### config.mk
export PLATFORM = sky130hd
export DESIGN_NAME = ex_mem_stage
export DESIGN_NICKNAME = d
export VERILOG_FILES = /design/src/rtl/ex_mem_stage.sv
export SDC_FILE = /design/constraint.sdc
export NUM_CORES = 1
export LEC_CHECK = 0
export BUFFER_PORTS_ARGS = -buffer_cell sky130_fd_sc_hd__buf_2
export CAP_MARGIN = 15
export CORE_MARGIN = 1.5
export CORE_UTILIZATION = 58
export CTS_CLUSTER_DIAMETER = 80
export DETAILED_ROUTE_END_ITERATION = 10
export HOLD_SLACK_MARGIN = 0.02
export PLACE_DENSITY = 0.86
export RECOVER_POWER = 25
export SYNTH_ARGS = -nofsm -noshare
export SYNTH_HDL_FRONTEND = slang
export SYNTH_SLANG_ARGS = --single-unit
### constraint.sdc
create_clock -name clk -period 6.1 [get_ports clk]
set_input_delay 0.915 -clock clk [delete_from_list [all_inputs] [get_ports clk]]
set_output_delay 0.915 -clock clk [all_outputs]
set_load 0.01 [all_outputs]
### src/rtl/ex_mem_stage.sv
// EX->MEM pipeline boundary: two-entry elastic buffer toward MEM, branch/jump
// resolution with a one-cycle fetch redirect, and branch performance counters.
module ex_mem_stage (
  input  logic        clk,
  input  logic        rstn,
  input  logic        flush,
  input  logic        ex_valid,
  output logic        ex_ready,
  input  logic [31:0] ex_pc,
  input  logic [31:0] ex_alu_c,
  input  logic        ex_zero,
  input  logic        ex_sign,
  input  logic        ex_overflow,
  input  logic        ex_carry,
  input  logic [4:0]  ex_aluop,
  input  logic        ex_is_branch,
  input  logic        ex_is_jal,
  input  logic        ex_is_jalr,
  input  logic [31:0] ex_imm,
  input  logic [31:0] ex_rs2_data,
  input  logic [4:0]  ex_rd,
  input  logic        ex_reg_write,
  input  logic        ex_mem_read,
  input  logic        ex_mem_write,
  output logic        mem_valid,
  input  logic        mem_ready,
  output logic [31:0] mem_result,
  output logic [31:0] mem_rs2_data,
  output logic [4:0]  mem_rd,
  output logic        mem_reg_write,
  output logic        mem_mem_read,
  output logic        mem_mem_write,
  output logic        redirect_valid,
  output logic [31:0] redirect_pc,
  output logic [31:0] br_total_cnt,
  output logic [31:0] br_taken_cnt
);

  // Branch ALUOp encodings; these mirror the core's ALUOp definitions.
  localparam logic [4:0] ALU_BEQ  = 5'd10;
  localparam logic [4:0] ALU_BNE  = 5'd11;
  localparam logic [4:0] ALU_BLT  = 5'd12;
  localparam logic [4:0] ALU_BGE  = 5'd13;
  localparam logic [4:0] ALU_BLTU = 5'd14;
  localparam logic [4:0] ALU_BGEU = 5'd15;

  typedef struct packed {
    logic [31:0] result;
    logic [31:0] rs2_data;
    logic [4:0]  rd;
    logic        reg_write;
    logic        mem_read;
    logic        mem_write;
  } beat_t;

  beat_t       main_q, skid_q, beat_in, main_n, skid_n;
  logic        main_full, skid_full, main_full_n, skid_full_n;
  logic        br_cond, xfer_taken, discard, accept, store, pop;
  logic [31:0] target;
  logic [31:0] br_total_q, br_taken_q;

  // Branch condition, target and link selection for the offered beat.
  always_comb begin
    br_cond = 1'b0;
    case (ex_aluop)
      ALU_BEQ:  br_cond = ex_zero;
      ALU_BNE:  br_cond = !ex_zero;
      ALU_BLT:  br_cond = ex_sign ^ ex_overflow;
      ALU_BGE:  br_cond = !(ex_sign ^ ex_overflow);
      ALU_BLTU: br_cond = ex_carry;
      ALU_BGEU: br_cond = !ex_carry;
      default:  br_cond = 1'b0;
    endcase
    xfer_taken = (ex_is_branch && br_cond) || ex_is_jal || ex_is_jalr;
    target     = ex_is_jalr ? (ex_alu_c & 32'hFFFF_FFFE) : (ex_pc + ex_imm);
    beat_in.result    = (ex_is_jal || ex_is_jalr) ? (ex_pc + 32'd4) : ex_alu_c;
    beat_in.rs2_data  = ex_rs2_data;
    beat_in.rd        = ex_rd;
    beat_in.reg_write = ex_reg_write;
    beat_in.mem_read  = ex_mem_read;
    beat_in.mem_write = ex_mem_write;
  end

  // Ready comes only from registered state; the beat after a redirect is wrong-path.
  assign ex_ready = !skid_full || redirect_valid;
  assign discard  = redirect_valid || flush;
  assign accept   = ex_valid && ex_ready;
  assign store    = accept && !discard;
  assign pop      = main_full && mem_ready;

  // Buffer next state: pop refills main from skid, then the new beat takes the
  // first free slot so ordering is preserved. Flush wins over everything.
  always_comb begin
    main_n      = main_q;
    skid_n      = skid_q;
    main_full_n = main_full;
    skid_full_n = skid_full;
    if (pop) begin
      if (skid_full) begin
        main_n      = skid_q;
        main_full_n = 1'b1;
        skid_full_n = 1'b0;
      end else begin
        main_full_n = 1'b0;
      end
    end
    if (store) begin
      if (!main_full_n) begin
        main_n      = beat_in;
        main_full_n = 1'b1;
      end else begin
        skid_n      = beat_in;
        skid_full_n = 1'b1;
      end
    end
    if (flush) begin
      main_full_n = 1'b0;
      skid_full_n = 1'b0;
    end
  end

  // Buffer registers.
  always_ff @(posedge clk or negedge rstn) begin
    if (!rstn) begin
      main_q    <= '0;
      skid_q    <= '0;
      main_full <= 1'b0;
      skid_full <= 1'b0;
    end else begin
      main_q    <= main_n;
      skid_q    <= skid_n;
      main_full <= main_full_n;
      skid_full <= skid_full_n;
    end
  end

  // One-cycle redirect pulse for every stored taken transfer (store excludes flush).
  always_ff @(posedge clk or negedge rstn) begin
    if (!rstn) begin
      redirect_valid <= 1'b0;
      redirect_pc    <= '0;
    end else begin
      redirect_valid <= store && xfer_taken;
      if (store && xfer_taken) redirect_pc <= target;
    end
  end

  // Branch performance counters; free-running wrap, untouched by flush.
  always_ff @(posedge clk or negedge rstn) begin
    if (!rstn) begin
      br_total_q <= '0;
      br_taken_q <= '0;
    end else if (store && ex_is_branch) begin
      br_total_q <= br_total_q + 32'd1;
      if (br_cond) br_taken_q <= br_taken_q + 32'd1;
    end
  end

  assign br_total_cnt  = br_total_q;
  assign br_taken_cnt  = br_taken_q;
  assign mem_valid     = main_full;
  assign mem_result    = main_q.result;
  assign mem_rs2_data  = main_q.rs2_data;
  assign mem_rd        = main_q.rd;
  assign mem_reg_write = main_q.reg_write;
  assign mem_mem_read  = main_q.mem_read;
  assign mem_mem_write = main_q.mem_write;

endmodule

==> run summary, run 1 <==
===============================================================================================
Run status ....................................................................... finished, violations left
Die height .......................................................................     151.2 um
Clock Tree Root ..................................................................    clkbuf_16
RSZ-0062 raised after global routing .............................................        false
Number of iterations in the first detailed-routing pass ..........................            5
Path type of the worst min-delay path ............................................   reg -> reg
Hold buffers post-CTS ............................................................            0
Worst r2r src ....................................................................    skid_full
Horizontal extent of the die .....................................................     151.2 um
Capturing element type of the critical path ......................................     register
DRC ..............................................................................            0
CTS resizes ......................................................................            0
Static Leakage ...................................................................     7.837 nW
Setup TNS after final layout .....................................................         0 ps
Wirelength, routed ...............................................................     34460 um
CTS buffer count .................................................................           25
Number of vias in the routed layout ..............................................        10680
Post-synth EDFFs .................................................................            0
Antenna-violating nets left ......................................................            0
Period utilization ...............................................................       0.6149
Count of antenna diodes in the layout ............................................            0
Net total in the final layout ....................................................         1753
Maximum fanout along the worst path ..............................................           43
Final Skew .......................................................................     11.75 ps
Sw power .........................................................................     1.399 mW
Clock period minus final worst setup slack .......................................      3751 ps
Number of max-cap violations .....................................................            1
Global route total overflow ......................................................            0
Synth cell types .................................................................           50
Buffers on Ports .................................................................          323
Number of setup violations in the final report ...................................            0
Largest net degree at the start of global routing ................................          125
Area grow syn2layout .............................................................       20.71%
Number of fill cells .............................................................         1574
Post-detailed-route wirelength per cell ..........................................     18.54 um
Switching fraction of total power ................................................       0.2988
Final standard cell utilization of the core ......................................       0.7091
Failing checks ................................................................... capacitance limit, slew limit
Transition at the pin with the smallest max-transition slack .....................      2976 ps
Internal power consumption .......................................................     3.284 mW
Number of setup buffers added after CTS ..........................................            0
Final Hold Fails .................................................................            0
Clock input transition at the sequential cells of the worst setup and hold paths .        60 ps
Iteration-0 DRC Markers ..........................................................          551
Cell Area, Synth .................................................................  12740 sq um
Post-synth top flop ..............................................................      dfrtp_1
Total of warnings raised by yosys ................................................            0
Syn_area_per_cell ................................................................  10.02 sq um
WS Path Type .....................................................................   reg -> reg
Power Density .................................................................... 304.5 nW/um^2
Dpl ws ...........................................................................      1942 ps
Starting density of the core .....................................................       0.5874
Data arrival at the endpoint of the critical path ................................      4170 ps
F_max ............................................................................    266.6 MHz
Capture point of the critical path ............................................... redirect_pc[31]
Placeable core area ..............................................................  21690 sq um
Final worst setup slack ..........................................................      2349 ps
IO Count .........................................................................          324
Post-synthesis instance total ....................................................         1271
TritonCTS clock tree .............................................................          yes
Commonest non-fill, non-tap cell in the layout ...................................        buf_2
Share of power burned in the clock network .......................................        0.316
Number of synthesized register bits ..............................................          243
Aggregate global-route resource usage ............................................       0.2945
Die area .........................................................................  22860 sq um
Capture instance of the worst register-to-register path .......................... redirect_pc[31]
Worst Path Required ..............................................................      6520 ps
Launch point of the worst path ...................................................    skid_full
Number of placement rows .........................................................           54
Ratio of cells with drive above 1 in the final layout ............................       0.2875
Antenna violations before repair .................................................            0
Vias in the first global route ...................................................        10160
Part of the Yosys area used for sequential elements ..............................       0.4773
Routability congestion estimate ..................................................       0.9931
Routed via count divided by cell count ...........................................        5.747
DPL Wire Length ..................................................................     25430 um
Startpoint class of the critical path ............................................     register
Synthesized Nets .................................................................         1459
Part of the power in registers ...................................................        0.458
Largest vdd supply drop ..........................................................  0.0001685 V
Async S/R FF share, synth ........................................................        1.000
Max_slew headroom ................................................................      -0.9839
CTS H-tree lvls ..................................................................            1
Number of slew-limit violations in the final report ..............................          120
Combinational share of power .....................................................        0.227
First-pass GRT wire length .......................................................     53030 um
Clk sinks ........................................................................          243
Clock latency on the worst-skew pair .............................................       510 ps
Reg-to-reg slack, setup ..........................................................      2350 ps
Highest-count cells in the layout ignoring fill and taps ......................... buf_2 (322), dfrtp_1 (243), nand2_1 (180)
Depth of the most critical reg-to-reg path .......................................           10
Clock Tree Buf Depth .............................................................            3
===============================================================================================
sequential cells by signal (all words and copies together) (netlist names):
name	flops
skid_q	72
br_taken_cnt	32
br_total_cnt	32
mem_result	32
mem_rs2_data	32
redirect_pc	32
mem_rd	5
mem_mem_read	1
mem_mem_write	1
mem_reg_write	1
mem_valid	1
redirect_valid	1
skid_full	1
worst min-delay path by stage:
| stage | from | end | depth (start not counted) | slack, ps |
|---|---|---|---|---|
| finish | br_taken_cnt[31] | br_taken_cnt[31] | 1 | 460 |
| global route | br_total_cnt[31] | br_total_cnt[31] | 1 | 510 |
| CTS | br_taken_cnt[31] | br_taken_cnt[31] | 1 | 470 |
| detailed placement | br_total_cnt[31] | br_total_cnt[31] | 1 | 460 |
| global placement | br_total_cnt[31] | br_total_cnt[31] | 1 | 450 |
| floorplan | skid_q[40] | skid_q[40] | 2 | 450 |
power groups by stage:
stage / Clock, mW / Sequential, mW / Combinational, mW
2_1_floorplan: 0 / 2.20 / 0.522
3_3_place_gp: 0 / 2.14 / 1.01
3_5_place_dp: 0 / 2.16 / 1.05
4_1_cts: 1.50 / 2.14 / 1.06
5_1_grt: 1.57 / 2.18 / 1.17
6_report: 1.48 / 2.14 / 1.06
Yosys cell counts (3+ instances only):
library cell  count  area [sq um]
a21boi_0          3         22.52
a21o_1           12         90.09
a21oi_1          70         350.3
a31oi_1           7         43.79
and2_1            5         31.28
and3_1           23         143.9
and4_1            8         70.07
buf_1             7         26.28
clkbuf_1         53         198.9
dfrtp_1         243          6081
ha_1             34         425.4
inv_1            14         52.55
mux2_2           74         833.3
mux2i_1          74         740.7
nand2_1         181         679.4
nand2b_1          8         50.05
nand3_1          44         220.2
nand3b_1          7         52.55
nand4_1          27         168.9
nor2_1           49         183.9
nor3_1           12         60.06
o211ai_1          7         52.55
o21a_1            4         30.03
o21ai_0         150         750.7
o21bai_1          4         30.03
o31ai_1           3         22.52
xnor2_1          70         613.1
xor2_1           50         437.9
routing by layer:
layer	global-route usage	wire, um	part of all wire	vias up
li1	-	-	-	5063
met1	0.3881	14170	0.41	5100
met2	0.4934	16560	0.48	446
met3	0.05120	2742	0.080	74
met4	0.09466	986	0.029	0
met5	0	0	0	-
through the flow:
step | area, sq um | std cells | total power, mW | hold slack (ps)
after floorplan | 12740 | 1271 | 2.722 | 446.0
after CTS | 15360 | 1858 | 4.699 | 469.2
after global routing | 15380 | 1859 | 4.915 | 507.5
after detailed placement | 14580 | 1817 | 3.210 | 457.9
final | 15380 | 1859 | 4.683 | 464.5
after global placement | 14580 | 1817 | 3.153 | 454.7
kinds of logic (layout without fill, tap and decap cells):
kind of cell | Yosys count | count (layout) | share of synthesized area
fa+ha+maj | 35 | 35 | 0.03496
xor+xnor | 121 | 121 | 0.08436
flops | 243 | 243 | 0.4773
buf+inv | 77 | 385 | 0.02288
mux | 148 | 148 | 0.1236
compound gates | 271 | 271 | 0.1182
simple gates | 376 | 376 | 0.1387
worst max-delay path, stage by stage (launching register included):
cell       delay, ps
dfrtp_1          480
nor4b_4         1030
nand2_1          320
a2111oi_4        580
a21oi_4           40
buf_4            300
inv_1            350
nand2b_1         230
nor2_1           160
a21oi_1           80
o21ai_0           90
layout make-up:
type | instances | area [sq um] | share of cell area
flip-flops and latches | 243 | 6081 | 0.3954
repair buffers | 329 | 1694 | 0.1102
well taps | 280 | 350.3 | 0.02278
inverters | 15 | 56.30 | 0.003661
multi-input cells | 951 | 6411 | 0.4169
clock buffers | 37 | 740.7 | 0.04817
clock inverters | 4 | 45.04 | 0.002929
Note: power is estimated with default switching activity, not from simulation.
==> inputs of run 2 (changes only) <==
--- a/config.mk
+++ b/config.mk
@@ -8,11 +8,11 @@
 export BUFFER_PORTS_ARGS = -buffer_cell sky130_fd_sc_hd__buf_2
 export CAP_MARGIN = 15
 export CORE_MARGIN = 1.5
-export CORE_UTILIZATION = 58
+export CORE_UTILIZATION = 54
 export CTS_CLUSTER_DIAMETER = 80
 export DETAILED_ROUTE_END_ITERATION = 10
 export HOLD_SLACK_MARGIN = 0.02
-export PLACE_DENSITY = 0.86
+export PLACE_DENSITY = 0.81
 export RECOVER_POWER = 25
 export SYNTH_ARGS = -nofsm -noshare
 export SYNTH_HDL_FRONTEND = slang
==> constraint.sdc (replaced) <==
create_clock -name clk -period 3.8 [get_ports clk]
set_input_delay 0.57 -clock clk [delete_from_list [all_inputs] [get_ports clk]]
set_output_delay 0.57 -clock clk [all_outputs]
set_load 0.01 [all_outputs]
==> run 2 against run 1 <==
Against the previous run:
- the run still ends with capacitance limit, slew limit left
- worst setup slack worse by 1400 ps
- worst hold slack worse by 190 ps
- global-route usage is 2.0 points lower
- clock power is 69% higher
- die area is 7.3% higher
- count of clock-buffer cells in the layout is 3 higher
- highest routed layer is now met5
- final area is 1.2% higher
- critical path type unchanged
==> run summary, run 2 (synthesis results as in run 1) <==
===============================================================================================
Startpoint class of the critical path ............................................     register
Buffers on Ports .................................................................          323
Routability congestion estimate ..................................................       0.9518
RSZ-0062 raised after global routing .............................................        false
TritonCTS clock tree .............................................................          yes
Worst Path Required ..............................................................      4200 ps
Setup TNS after final layout .....................................................         0 ps
Hold-critical path depth .........................................................            3
Dpl ws ...........................................................................     518.9 ps
Internal power consumption .......................................................     5.374 mW
Vias in the first global route ...................................................        10310
Share of power burned in the clock network .......................................        0.328
Data arrival at the endpoint of the critical path ................................      3230 ps
Part of the power in registers ...................................................        0.450
Reg-to-reg slack, setup ..........................................................       970 ps
Number of setup violations in the final report ...................................            0
Clk sinks ........................................................................          243
Cell Chain, Critical Path ........................................................ nor4b_4 -> buf_4 -> and2_1 -> and4_1 -> nand3_1 -> nor2_2 -> and4_1 -> nand4_1 -> xnor2_1
Die height .......................................................................     156.6 um
Max_slew headroom ................................................................      -0.9337
Combinational share of power .....................................................        0.222
Number of max-cap violations .....................................................            1
Longest individual stage delay on the worst path .................................       460 ps
Routed via count divided by cell count ...........................................        5.561
Register ranked first by flip-flop count .........................................       skid_q
Cell with the biggest individual delay on the critical path ......................      dfrtp_1
Number of iterations in the first detailed-routing pass ..........................            5
Power Density .................................................................... 489.3 nW/um^2
Aggregate global-route resource usage ............................................       0.2746
IO Count .........................................................................          324
Number of slew-limit violations in the final report ..............................          116
Die area .........................................................................  24520 sq um
CTS resizes ......................................................................            0
Hold path startpoint ............................................................. ex_rs2_data[28]
Highest metal layer with signal wires ............................................         met5
Path type of the worst min-delay path ............................................    in -> reg
Maximum fanout along the worst path ..............................................           15
Global route total overflow ......................................................            0
Hold buffers post-CTS ............................................................            0
Ratio of cells with drive above 1 in the final layout ............................       0.2927
Starting density of the core .....................................................       0.5460
Routed metal-1 wire length .......................................................     14140 um
Depth of the most critical reg-to-reg path .......................................            9
CTS buffer count .................................................................           26
Critical Path Most Common Cell ...................................................       and4_1
Largest net degree at the start of global routing ................................          145
Failing checks ................................................................... capacitance limit, slew limit
Placeable core area ..............................................................  23330 sq um
DRC ..............................................................................            0
WS Path Type .....................................................................   reg -> reg
Capture instance of the worst register-to-register path .......................... br_total_cnt[25]
Transition at the pin with the smallest max-transition slack .....................      2900 ps
Worst r2r src ....................................................................    skid_full
DPL Wire Length ..................................................................     25390 um
Sw power .........................................................................     2.244 mW
Clock Tree Root ..................................................................    clkbuf_16
Clock latency on the worst-skew pair .............................................       520 ps
First-pass GRT wire length .......................................................     53330 um
Antenna-violating nets left ......................................................            0
Run status ....................................................................... finished, violations left
Commonest non-fill, non-tap cell in the layout ...................................        buf_2
Met2 layer wire length in the routed design ......................................     16140 um
Post-detailed-route wirelength per cell ..........................................     17.84 um
Final Hold Fails .................................................................            0
Iteration-0 DRC Markers ..........................................................          704
Static Leakage ...................................................................     7.908 nW
Capturing element type of the critical path ......................................     register
Horizontal extent of the die .....................................................     156.6 um
Period utilization ...............................................................       0.7442
Final worst setup slack ..........................................................     971.9 ps
Clock input transition at the sequential cells of the worst setup and hold paths .        60 ps
Highest-count cells in the layout ignoring fill and taps ......................... buf_2 (322), dfrtp_1 (243), nand2_1 (180)
Max reg flops ....................................................................           72
Area grow syn2layout .............................................................       22.20%
Wirelength, routed ...............................................................     34130 um
Number of setup buffers added after CTS ..........................................            0
Number of vias in the routed layout ..............................................        10640
Final Skew .......................................................................     16.71 ps
Detailed-routed wire length on met3 ..............................................      2952 um
Switching fraction of total power ................................................       0.2945
CTS H-tree lvls ..................................................................            1
Clock period minus final worst setup slack .......................................      2828 ps
Largest vdd supply drop ..........................................................  0.0002975 V
F_max ............................................................................    353.6 MHz
Hold worst-path end .............................................................. mem_rs2_data[28]
Antenna violations before repair .................................................            3
Number of placement rows .........................................................           56
Net total in the final layout ....................................................         1762
Clock Tree Buf Depth .............................................................            3
===============================================================================================
run 2: cell types whose count changed in the layout (fill, tap and decap cells not counted), sizes merged:
cell      previous run  this run
buf                328       336
clkinvlp             0         1
diode                0         2
clkinv               3         4
clkbuf              38        41
run 2: critical path: cells and delay by family (launching register included):
family | cells | cell delay (ps)
simple gates | 7 | 1810
flops | 1 | 460
buf+inv | 1 | 300
xor+xnor | 1 | 140
run 2: layout make-up:
type                            instances  area, sq um
Fill cell                            1844         7765
Multi-Input combinational cell        951         6411
Sequential cell                       243         6081
Timing Repair Buffer                  337         1759
Clock buffer                           40        794.5
Tap cell                              319        399.1
Clock inverter                          6        61.31
Inverter                               15        56.30
Antenna cell                            2        5.005
run 2: worst max-delay path by stage:
stage               from                to  depth (start not counted)
2_1_floorplan   ex_pc[0]   redirect_pc[30]                         10
3_3_place_gp    ex_pc[0]   redirect_pc[30]                         11
3_5_place_dp    ex_pc[0]   redirect_pc[30]                         11
4_1_cts        skid_full  br_taken_cnt[31]                          8
5_1_grt             rstn        skid_q[29]                          1
6_report       skid_full  br_total_cnt[25]                          9
run 2: layer usage:
layer	vias to the layer above	GRT usage
met3	61	0.06065
met4	4	0.08209
met1	5068	0.3538
li1	5091	-
met5	-	0
met2	415	0.4635
run 2: through the flow:
stage / std cells / util / hold slack, ps / area (sq um) / total power [mW]
global route: 1912 / 0.6671 / 281.1 / 15560 / 7.999
finish: 1913 / 0.6672 / 275.4 / 15570 / 7.618
detailed placement: 1865 / 0.6307 / 458.1 / 14720 / 5.144
floorplan: 1271 / - / 274.4 / 12740 / 4.369
global placement: 1865 / 0.6307 / 458.1 / 14720 / 5.067
CTS: 1911 / 0.6674 / 151.1 / 15570 / 7.670
run 2: power groups by stage:
stage | Combinational, mW | Clock, mW | Sequential (mW)
after floorplan | 0.838 | 0 | 3.53
after global placement | 1.64 | 0 | 3.43
after detailed placement | 1.69 | 0 | 3.45
after CTS | 1.70 | 2.55 | 3.42
after global routing | 1.87 | 2.65 | 3.48
final | 1.69 | 2.50 | 3.42
